$ cat config.mk
export PLATFORM = sky130hd
export DESIGN_NAME = tbird_seq_signal
export DESIGN_NICKNAME = d
export VERILOG_FILES = /design/src/rtl/tbird_pkg.sv /design/src/rtl/tbird_tick_gen.sv /design/src/rtl/tbird_seq_signal.sv
export SDC_FILE = /design/constraint.sdc
export NUM_CORES = 1
export LEC_CHECK = 0
export BUFFER_PORTS_ARGS = -buffer_cell sky130_fd_sc_hd__buf_2
export CORE_AREA = 2 2 39 41
export DETAILED_ROUTE_END_ITERATION = 6
export DIE_AREA = 0 0 41 43
export GPL_TIMING_DRIVEN = 0
export SLEW_MARGIN = 30
export SYNTH_ARGS = -nofsm -noshare
export SYNTH_HDL_FRONTEND = slang
export SYNTH_SLANG_ARGS = --single-unit
$ cat constraint.sdc
create_clock -name clk -period 4.1 [get_ports clk]
set_input_delay 0.82 -clock clk [delete_from_list [all_inputs] [get_ports clk]]
set_output_delay 0.82 -clock clk [all_outputs]
set_load 0.05 [all_outputs]
$ cat src/rtl/tbird_pkg.sv
// tbird_pkg: shared types and helpers for the sequential turn-signal blocks.
//   tbird_state_e : sequencer state encoding
//   therm()       : thermometer mask with the low `step` bits set, clipped to `lamps`
package tbird_pkg;

    typedef enum logic [1:0] {
        IDLE   = 2'd0,
        LEFT   = 2'd1,
        RIGHT  = 2'd2,
        HAZARD = 2'd3
    } tbird_state_e;

    // Widest lamp bank therm() can describe; callers truncate to their LAMPS.
    localparam int unsigned MAX_LAMPS = 32;

    function automatic logic [MAX_LAMPS-1:0] therm(input int unsigned step,
                                                   input int unsigned lamps);
        logic [MAX_LAMPS-1:0] m;
        m = '0;
        for (int unsigned i = 0; i < MAX_LAMPS; i++) begin
            if ((i < step) && (i < lamps)) m[i] = 1'b1;
        end
        return m;
    endfunction

endpackage

$ cat src/rtl/tbird_tick_gen.sv
// tbird_tick_gen: free-running step prescaler.
//   Counts 0..TICK_DIV-1 and raises tick while the count sits at TICK_DIV-1,
//   so tick is high every clk when TICK_DIV=1.
// Ports:
//   clk     : system clock, rising edge
//   reset_n : asynchronous active-low reset, clears the count
//   tick    : one-cycle step enable
module tbird_tick_gen #(
    parameter int TICK_DIV = 1
) (
    input  logic clk,
    input  logic reset_n,
    output logic tick
);

    localparam int CW = (TICK_DIV > 1) ? $clog2(TICK_DIV) : 1;
    localparam logic [CW-1:0] LAST = CW'(TICK_DIV - 1);

    logic [CW-1:0] r_count;

    always_ff @(posedge clk or negedge reset_n) begin
        if (!reset_n) begin
            r_count <= '0;
        end else if (r_count == LAST) begin
            r_count <= '0;
        end else begin
            r_count <= r_count + CW'(1);
        end
    end

    assign tick = (r_count == LAST);

endmodule

$ cat src/rtl/tbird_seq_signal.sv
// tbird_seq_signal: parametrised sequential turn-signal controller.
//   Sweeps LAMPS lamps per side inner-to-outer (bit 0 innermost), with a
//   hazard mode and a prescaled step rate. All outputs are registered.
// Ports:
//   clk         : system clock, rising edge
//   reset_n     : asynchronous active-low reset
//   left_sw     : left turn request (level)
//   right_sw    : right turn request (level)
//   hazard_sw   : hazard request (level)
//   brake_sw    : brake request (level), present only with BRAKE_EN
//   left_lamps  : left lamp drive
//   right_lamps : right lamp drive
//   active      : high whenever the sequencer is not IDLE
// Build option:
//   BRAKE_EN : adds brake_sw and a per-clk brake overlay on the non-sweeping side(s)
//
// state  | meaning
// -------+-----------------------------------------------
// IDLE   | all sequence lamps off, waiting for a request
// LEFT   | left sweep, step = number of lit left lamps
// RIGHT  | right sweep, step = number of lit right lamps
// HAZARD | both sides fully lit for one tick
module tbird_seq_signal
    import tbird_pkg::*;
#(
    parameter int LAMPS    = 3,
    parameter int TICK_DIV = 1
) (
    input  logic             clk,
    input  logic             reset_n,
    input  logic             left_sw,
    input  logic             right_sw,
    input  logic             hazard_sw,
`ifdef BRAKE_EN
    input  logic             brake_sw,
`endif
    output logic [LAMPS-1:0] left_lamps,
    output logic [LAMPS-1:0] right_lamps,
    output logic             active
);

    localparam int SW = $clog2(LAMPS + 1);
    localparam logic [SW-1:0] STEP_MAX = SW'(LAMPS);

    logic             w_tick;
    logic             w_haz;
    tbird_state_e     r_state;
    tbird_state_e     w_state_nxt;
    logic [SW-1:0]    r_step;
    logic [SW-1:0]    w_step_nxt;
    logic [LAMPS-1:0] w_sweep;
    logic [LAMPS-1:0] w_left_nxt;
    logic [LAMPS-1:0] w_right_nxt;
    logic             w_active_nxt;
    logic [LAMPS-1:0] r_left_seq;
    logic [LAMPS-1:0] r_right_seq;
    logic             r_active;

    tbird_tick_gen #(
        .TICK_DIV (TICK_DIV)
    ) u_tick_gen (
        .clk     (clk),
        .reset_n (reset_n),
        .tick    (w_tick)
    );

    // Both turn switches together are treated as a hazard request.
    assign w_haz = hazard_sw | (left_sw & right_sw);

    always_ff @(posedge clk or negedge reset_n) begin
        if (!reset_n) begin
            r_state <= IDLE;
            r_step  <= '0;
        end else if (w_tick) begin
            r_state <= w_state_nxt;
            r_step  <= w_step_nxt;
        end
    end

    always_comb begin
        w_state_nxt = r_state;
        w_step_nxt  = r_step;
        unique case (r_state)
            IDLE: begin
                w_step_nxt = '0;
                if (w_haz) begin
                    w_state_nxt = HAZARD;
                end else if (left_sw) begin
                    w_state_nxt = LEFT;
                    w_step_nxt  = SW'(1);
                end else if (right_sw) begin
                    w_state_nxt = RIGHT;
                    w_step_nxt  = SW'(1);
                end
            end
            LEFT, RIGHT: begin
                // The sweep ignores switch release and direction changes;
                // only a hazard request can cut it short.
                if (w_haz) begin
                    w_state_nxt = HAZARD;
                    w_step_nxt  = '0;
                end else if (r_step < STEP_MAX) begin
                    w_step_nxt = r_step + SW'(1);
                end else begin
                    w_state_nxt = IDLE;
                    w_step_nxt  = '0;
                end
            end
            HAZARD: begin
                w_state_nxt = IDLE;
                w_step_nxt  = '0;
            end
            default: begin
                w_state_nxt = IDLE;
                w_step_nxt  = '0;
            end
        endcase
    end

    // Lamp patterns are decoded from the next state so the registered
    // outputs change on the same edge as the state.
    assign w_sweep = LAMPS'(therm(32'(w_step_nxt), LAMPS));

    always_comb begin
        w_left_nxt   = '0;
        w_right_nxt  = '0;
        w_active_nxt = (w_state_nxt != IDLE);
        unique case (w_state_nxt)
            LEFT:    w_left_nxt  = w_sweep;
            RIGHT:   w_right_nxt = w_sweep;
            HAZARD: begin
                w_left_nxt  = '1;
                w_right_nxt = '1;
            end
            default: ;
        endcase
    end

    always_ff @(posedge clk or negedge reset_n) begin
        if (!reset_n) begin
            r_left_seq  <= '0;
            r_right_seq <= '0;
            r_active    <= 1'b0;
        end else if (w_tick) begin
            r_left_seq  <= w_left_nxt;
            r_right_seq <= w_right_nxt;
            r_active    <= w_active_nxt;
        end
    end

    assign active = r_active;

`ifdef BRAKE_EN
    tbird_state_e w_state_eff;
    logic         w_brake_l_nxt;
    logic         w_brake_r_nxt;
    logic         r_brake_l;
    logic         r_brake_r;

    // Judge the sweeping side against the state that will hold after this
    // edge, so the overlay and sequence lamps switch together. An IDLE gap
    // with a turn switch still held counts as that side sweeping, keeping
    // the off step of a repeating sweep visible under braking.
    assign w_state_eff = w_tick ? w_state_nxt : r_state;

    assign w_brake_l_nxt = brake_sw && !w_haz && (w_state_eff != HAZARD)
                         && (w_state_eff != LEFT)
                         && !((w_state_eff == IDLE) && left_sw);
    assign w_brake_r_nxt = brake_sw && !w_haz && (w_state_eff != HAZARD)
                         && (w_state_eff != RIGHT)
                         && !((w_state_eff == IDLE) && right_sw);

    always_ff @(posedge clk or negedge reset_n) begin
        if (!reset_n) begin
            r_brake_l <= 1'b0;
            r_brake_r <= 1'b0;
        end else begin
            r_brake_l <= w_brake_l_nxt;
            r_brake_r <= w_brake_r_nxt;
        end
    end

    assign left_lamps  = r_left_seq  | {LAMPS{r_brake_l}};
    assign right_lamps = r_right_seq | {LAMPS{r_brake_r}};
`else
    assign left_lamps  = r_left_seq;
    assign right_lamps = r_right_seq;
`endif

endmodule

==> run_results.csv, run 1 <==
group,metric,value,unit
final_layout,syn_to_final_growth,21.1,%
final_layout,finalInstanceArea,581,um^2
global_route,track_usage,11.5,%
logic_synthesis,synth_warnings,0,
logic_synthesis,synth.avg_cell_area,11.1,um^2
critical_path,path_class,"flip-flop to primary output",
critical_path,crit_family,"flip-flops",
final_layout,nets,66,
clock_tree,clk_latency,260,ps
final_layout,final_cell_mix,"dfrtp_1, buf_2, a21oi_1",
timing,min_period,1660,ps
timing,tightest_slew,384,ps
timing,drv_slew,0,
timing,fin_crit_sh,40.5,%
floorplan,core_area,1380,um^2
clock_tree,cts_sinks,11,
critical_path,crit_required,3280,ps
global_route,antenna_found_initial,0,
detailed_routing,drt_first_pass_iters,4,
detailed_routing,wl,795,um
critical_path,worstPathArrival,840,ps
detailed_routing,viasPerCell,4.72,
logic_synthesis,async_flop_share,100,%
place,gp_congestion,0.677,
clock_tree,post_cts_buffers,0,
place,numPortBuffers,11,
clock_tree,cts_root_buf,"clkbuf_4",
logic_synthesis,synthesis.area,479,um^2
detailed_routing,ant_nets,0,
critical_path,rr_worst_depth,5,
place,place_area,554,um^2
floorplan,rows,14,
logic_synthesis,syn_inst,43,
final_layout,regArea,275,um^2
status,status,"completed",
logic_synthesis,synth_cell_type_count,20,
floorplan,io_pins,12,
timing,finalSetupViolCount,0,
logic_synthesis,ys.flop_type,"dfrtp_1",
logic_synthesis,synth_edf_count,0,
clock_tree,max-clock-path-buffers,2,
clock_tree,cts_tree,"yes",
floorplan,die_y,43,um
critical_path,slowest_delay,330,ps
detailed_routing,avgRoutedWirePerCell,10.7,um
critical_path,cp_slowest_cell,"dfrtp_1",
final_layout,fillers,146,
logic_synthesis,syn-num-nets,50,
critical_path,critical_path_buf_inv_count,1,
floorplan,die-area,1760,um^2
global_route,grt_max_degree,12,
logic_synthesis,ys_seq_area_share,57.4,%
final_layout,drive_gt1_share,31.0,%
clock_tree,cts_hold_buffers,0,
detailed_routing,drt_iter0_drc,4,
clock_tree,cts.clk_slew.worst_paths,60,ps
timing,tns,0,ps
final_layout,multi_input_area,185,um^2
global_route,grt_first_pass_wirelength,1350,um
critical_path,r2r-start,"r_state[1]$_DFF_PN0_",
critical_path,startpoint,"right_lamps[2]$_DFF_PN0_",
logic_synthesis,ys_ff_latch,11,
critical_path,worst_r2r_endpoint,"right_lamps[1]$_DFF_PN0_",
timing,fmax,602,MHz
clock_tree,cts-buffers-inserted,3,
critical_path,cp-endpoint,"right_lamps[2]",
final_layout,diodes,0,
critical_path,endpoint_kind,"primary output",
timing,max_slew_margin,74.4,%
detailed_routing,drc,0,
clock_tree,post_cts_resized,0,
timing,fin_skew,2.89,ps
global_route,grt_pass1_vias,323,
detailed_routing,vias,349,
critical_path,r2r_setup_slack,2550,ps
critical_path,cp.depth,1,
floorplan,start_util,34.6,%
floorplan,fp.dieW,41,um
job,max-cap-violations,0,
min_path,hp-class,"input pin to asynchronous set/reset pin",
timing,hold_violations,0,
critical_path,path_max_fanout,1,
global_route,overflow,0,
timing,rsz0062_at_grt,"no",
clock_tree,ctsHtreeMaxLevel,1,
critical_path,cp-start-kind,"flip-flop",
critical_path,crit_chain,"buf_2",
==> flip-flops by register name, summed over array words and instances, names as in the netlist <==
name         cells
active           1
left_lamps       3
r_state          2
r_step           2
right_lamps      3
==> worst reg2reg max path, cell delays in order, from the launching register on <==
cell	delay, ps
dfrtp_1	380
inv_1	50
ha_1	310
nor2b_1	170
a22oi_2	380
a21oi_1	120
==> layer usage <==
metal / part of all wire (%) / track usage, % / vias to the layer above
met2: 45 / 13.8 / 10
li1: - / - / 180
met4: 0 / 8.00 / 0
met1: 49 / 17.9 / 159
met5: 0 / 0 / -
met3: 5.9 / 2.09 / 0
==> synth_stat cells, types with 2 or more instances <==
cell | number | area, um^2
dfrtp_1 | 11 | 275
a21oi_1 | 6 | 30.0
inv_1 | 4 | 15.0
nor2_1 | 3 | 11.3
ha_1 | 2 | 25.0
nand2_1 | 2 | 7.51
nand2b_1 | 2 | 12.5
==> kinds of logic after synthesis <==
logic type | share of synthesized area, %
AO/OA/AOI/OAI | 19.8
AND/OR/NAND/NOR | 11.5
flip-flops | 57.4
buffers and inverters | 3.91
adder cells (fa/ha/maj) | 5.22
multiplexers | 2.09
==> per-stage QoR <==
step,hold WS [ps],cells,setup WS [ps],util (%)
after floorplan,524,43,2540,-
after global placement,556,70,2270,40.1
after detailed placement,564,70,2250,40.1
after CTS,405,74,2420,42.0
after global routing,422,74,2400,42.0
final,408,74,2440,42.0
==> worst min-delay path by stage <==
stage	slack, ps	from	cells after the start	endpoint
3_3_place_gp	560	r_state[1]$_DFF_PN0_	2	r_state[1]$_DFF_PN0_
6_report	410	reset_n	1	left_lamps[1]$_DFF_PN0_
2_1_floorplan	520	reset_n	0	active$_DFF_PN0_
3_5_place_dp	560	r_state[1]$_DFF_PN0_	2	r_state[1]$_DFF_PN0_
5_1_grt	420	reset_n	1	left_lamps[1]$_DFF_PN0_
4_1_cts	400	reset_n	1	right_lamps[1]$_DFF_PN0_
==> area by class of cell <==
| class | count | area share [%] |
|---|---|---|
| well taps | 16 | 3.45 |
| flip-flops and latches | 11 | 47.4 |
| clock buffers | 4 | 4.53 |
| inverters | 5 | 3.23 |
| multi-input cells | 27 | 31.9 |
| repair buffers | 11 | 9.48 |
Power of run 1 is left out: the tool's default activity adds up to more than one toggle a clock period on the data nets, which glitch-free logic cannot reach.
==> run 2: changes to the inputs <==
==> constraint.sdc (replaced) <==
create_clock -name clk -period 1.4 [get_ports clk]
set_input_delay 0.28 -clock clk [delete_from_list [all_inputs] [get_ports clk]]
set_output_delay 0.28 -clock clk [all_outputs]
set_load 0.05 [all_outputs]
==> run_results.csv, run 2 (same netlist as run 1, synthesis figures left out) <==
group,metric,value,unit
status,status,"finished, violations left",
status,violations,"negative setup slack",
final_layout,diodes,0,
detailed_routing,wl_met3,34,um
final_layout,finalInstanceArea,633,um^2
place,dp.cells,70,
global_route,antenna_found_initial,0,
timing,fin_skew,7.65,ps
detailed_routing,wl_met2,406,um
clock_tree,cts-buffers-inserted,3,
critical_path,slowest_delay,410,ps
timing,setup_ws,-15.1,ps
floorplan,fp.dieW,41,um
detailed_routing,wl_met1,391,um
global_route,grt_max_degree,12,
critical_path,worstPathArrival,1550,ps
critical_path,cp-start-kind,"flip-flop",
critical_path,endpoint_kind,"flip-flop",
detailed_routing,avgRoutedWirePerCell,11.1,um
final_layout,nets,68,
timing,min_period,1420,ps
timing,max_slew_margin,83.3,%
critical_path,cp_slowest_cell,"dfrtp_1",
min_path,hp-class,"input pin to flip-flop",
timing,finalSetupViolCount,3,
global_route,track_usage,11.8,%
place,gp_congestion,0.637,
clock_tree,max-clock-path-buffers,2,
detailed_routing,drt_first_pass_iters,1,
place,dp_hpwl,637,um
floorplan,io_pins,12,
clock_tree,cts_root_buf,"clkbuf_4",
clock_tree,ctsHtreeMaxLevel,1,
detailed_routing,drc,0,
floorplan,start_util,34.6,%
clock_tree,cts_sinks,11,
timing,fin_crit_sh,101,%
critical_path,crit_chain,"inv_2, ha_4, nor3b_2, o221a_2, nor2_2, a21oi_1",
detailed_routing,viasPerCell,4.83,
floorplan,rows,14,
final_layout,multi_input_area,220,um^2
place,numPortBuffers,11,
global_route,grt_first_pass_wirelength,1450,um
critical_path,path_class,"flip-flop to flip-flop",
final_layout,drive_gt1_share,46.7,%
final_layout,regArea,275,um^2
timing,fmax,707,MHz
clock_tree,clk_latency,250,ps
detailed_routing,wl,846,um
detailed_routing,drt_iter0_drc,0,
final_layout,syn_to_final_growth,32.1,%
timing,rsz0062_at_grt,"yes",
clock_tree,cts.clk_slew.worst_paths,70,ps
clock_tree,cts_tree,"yes",
timing,tightest_slew,251,ps
critical_path,crit_required,1530,ps
critical_path,path_max_fanout,4,
floorplan,die-area,1760,um^2
final_layout,fillers,139,
critical_path,crit_family,"flip-flops",
detailed_routing,top_layer,"met4",
floorplan,die_y,43,um
final_layout,fin_cells,76,
place,place_area,569,um^2
job,max-cap-violations,0,
final_layout,final_cell_mix,"dfrtp_1, buf_2, a21oi_1",
critical_path,critical_path_buf_inv_count,1,
global_route,grt_pass1_vias,363,
floorplan,core_area,1380,um^2
detailed_routing,ant_nets,0,
global_route,overflow,0,
detailed_routing,vias,367,
timing,hold_violations,0,
timing,drv_slew,0,
run 2: layout make-up:
type                            instances  area share, %
Inverter                                5           2.96
Sequential cell                        11           43.5
Tap cell                               16           3.16
Multi-Input combinational cell         27           34.8
Clock buffer                            4           4.15
Timing Repair Buffer                   13           11.5
run 2: final timing paths:
path | from | end | slack (ps) | depth (start not counted)
setup / recovery | r_state[1]$_DFF_PN0_ | left_lamps[0]$_DFF_PN0_ | -20 | 6
max in group asynchronous | reset_n | r_state[0]$_DFF_PN0_ | 780 | 2
setup reg to reg | r_state[1]$_DFF_PN0_ | left_lamps[0]$_DFF_PN0_ | -20 | 6
hold reg to reg | r_state[1]$_DFF_PN0_ | r_state[1]$_DFF_PN0_ | 590 | 2
hold / removal | hazard_sw | left_lamps[1]$_DFF_PN0_ | 380 | 4
min in group asynchronous | reset_n | left_lamps[1]$_DFF_PN0_ | 410 | 2
run 2: stage by stage:
step	hold WS, ps	setup TNS [ps]	utilization [%]	setup slack [ps]
floorplan	-15.6	0	-	28.7
global placement	154	-505	41.1	-91.8
detailed placement	159	-734	41.1	-119
CTS	375	-18.6	45.2	-6.91
global route	396	-702	45.8	-113
finish	377	-28.9	45.8	-15.1
run 2: routing by layer:
layer,vias up,track usage [%]
met1,176,14.8
met3,2,2.09
met2,7,19.4
met4,0,4.00
met5,-,0
li1,182,-
run 2: worst reg2reg max path: stages (launching register included):
cell     delay (ps)
dfrtp_1         410
inv_2            80
ha_4            200
nor3b_2         150
o221a_2         270
nor2_2          110
a21oi_1          80
run 2: what timing repair did:
action,4_1_cts,5_1_grt
setup endpoints to repair,8,8
pin swaps,6,1
gates resized for setup,5,2
hold buffers,1,0
hold endpoints to repair,11,0
buffers inserted,1,0
Power of run 2 is left out for the same reason.
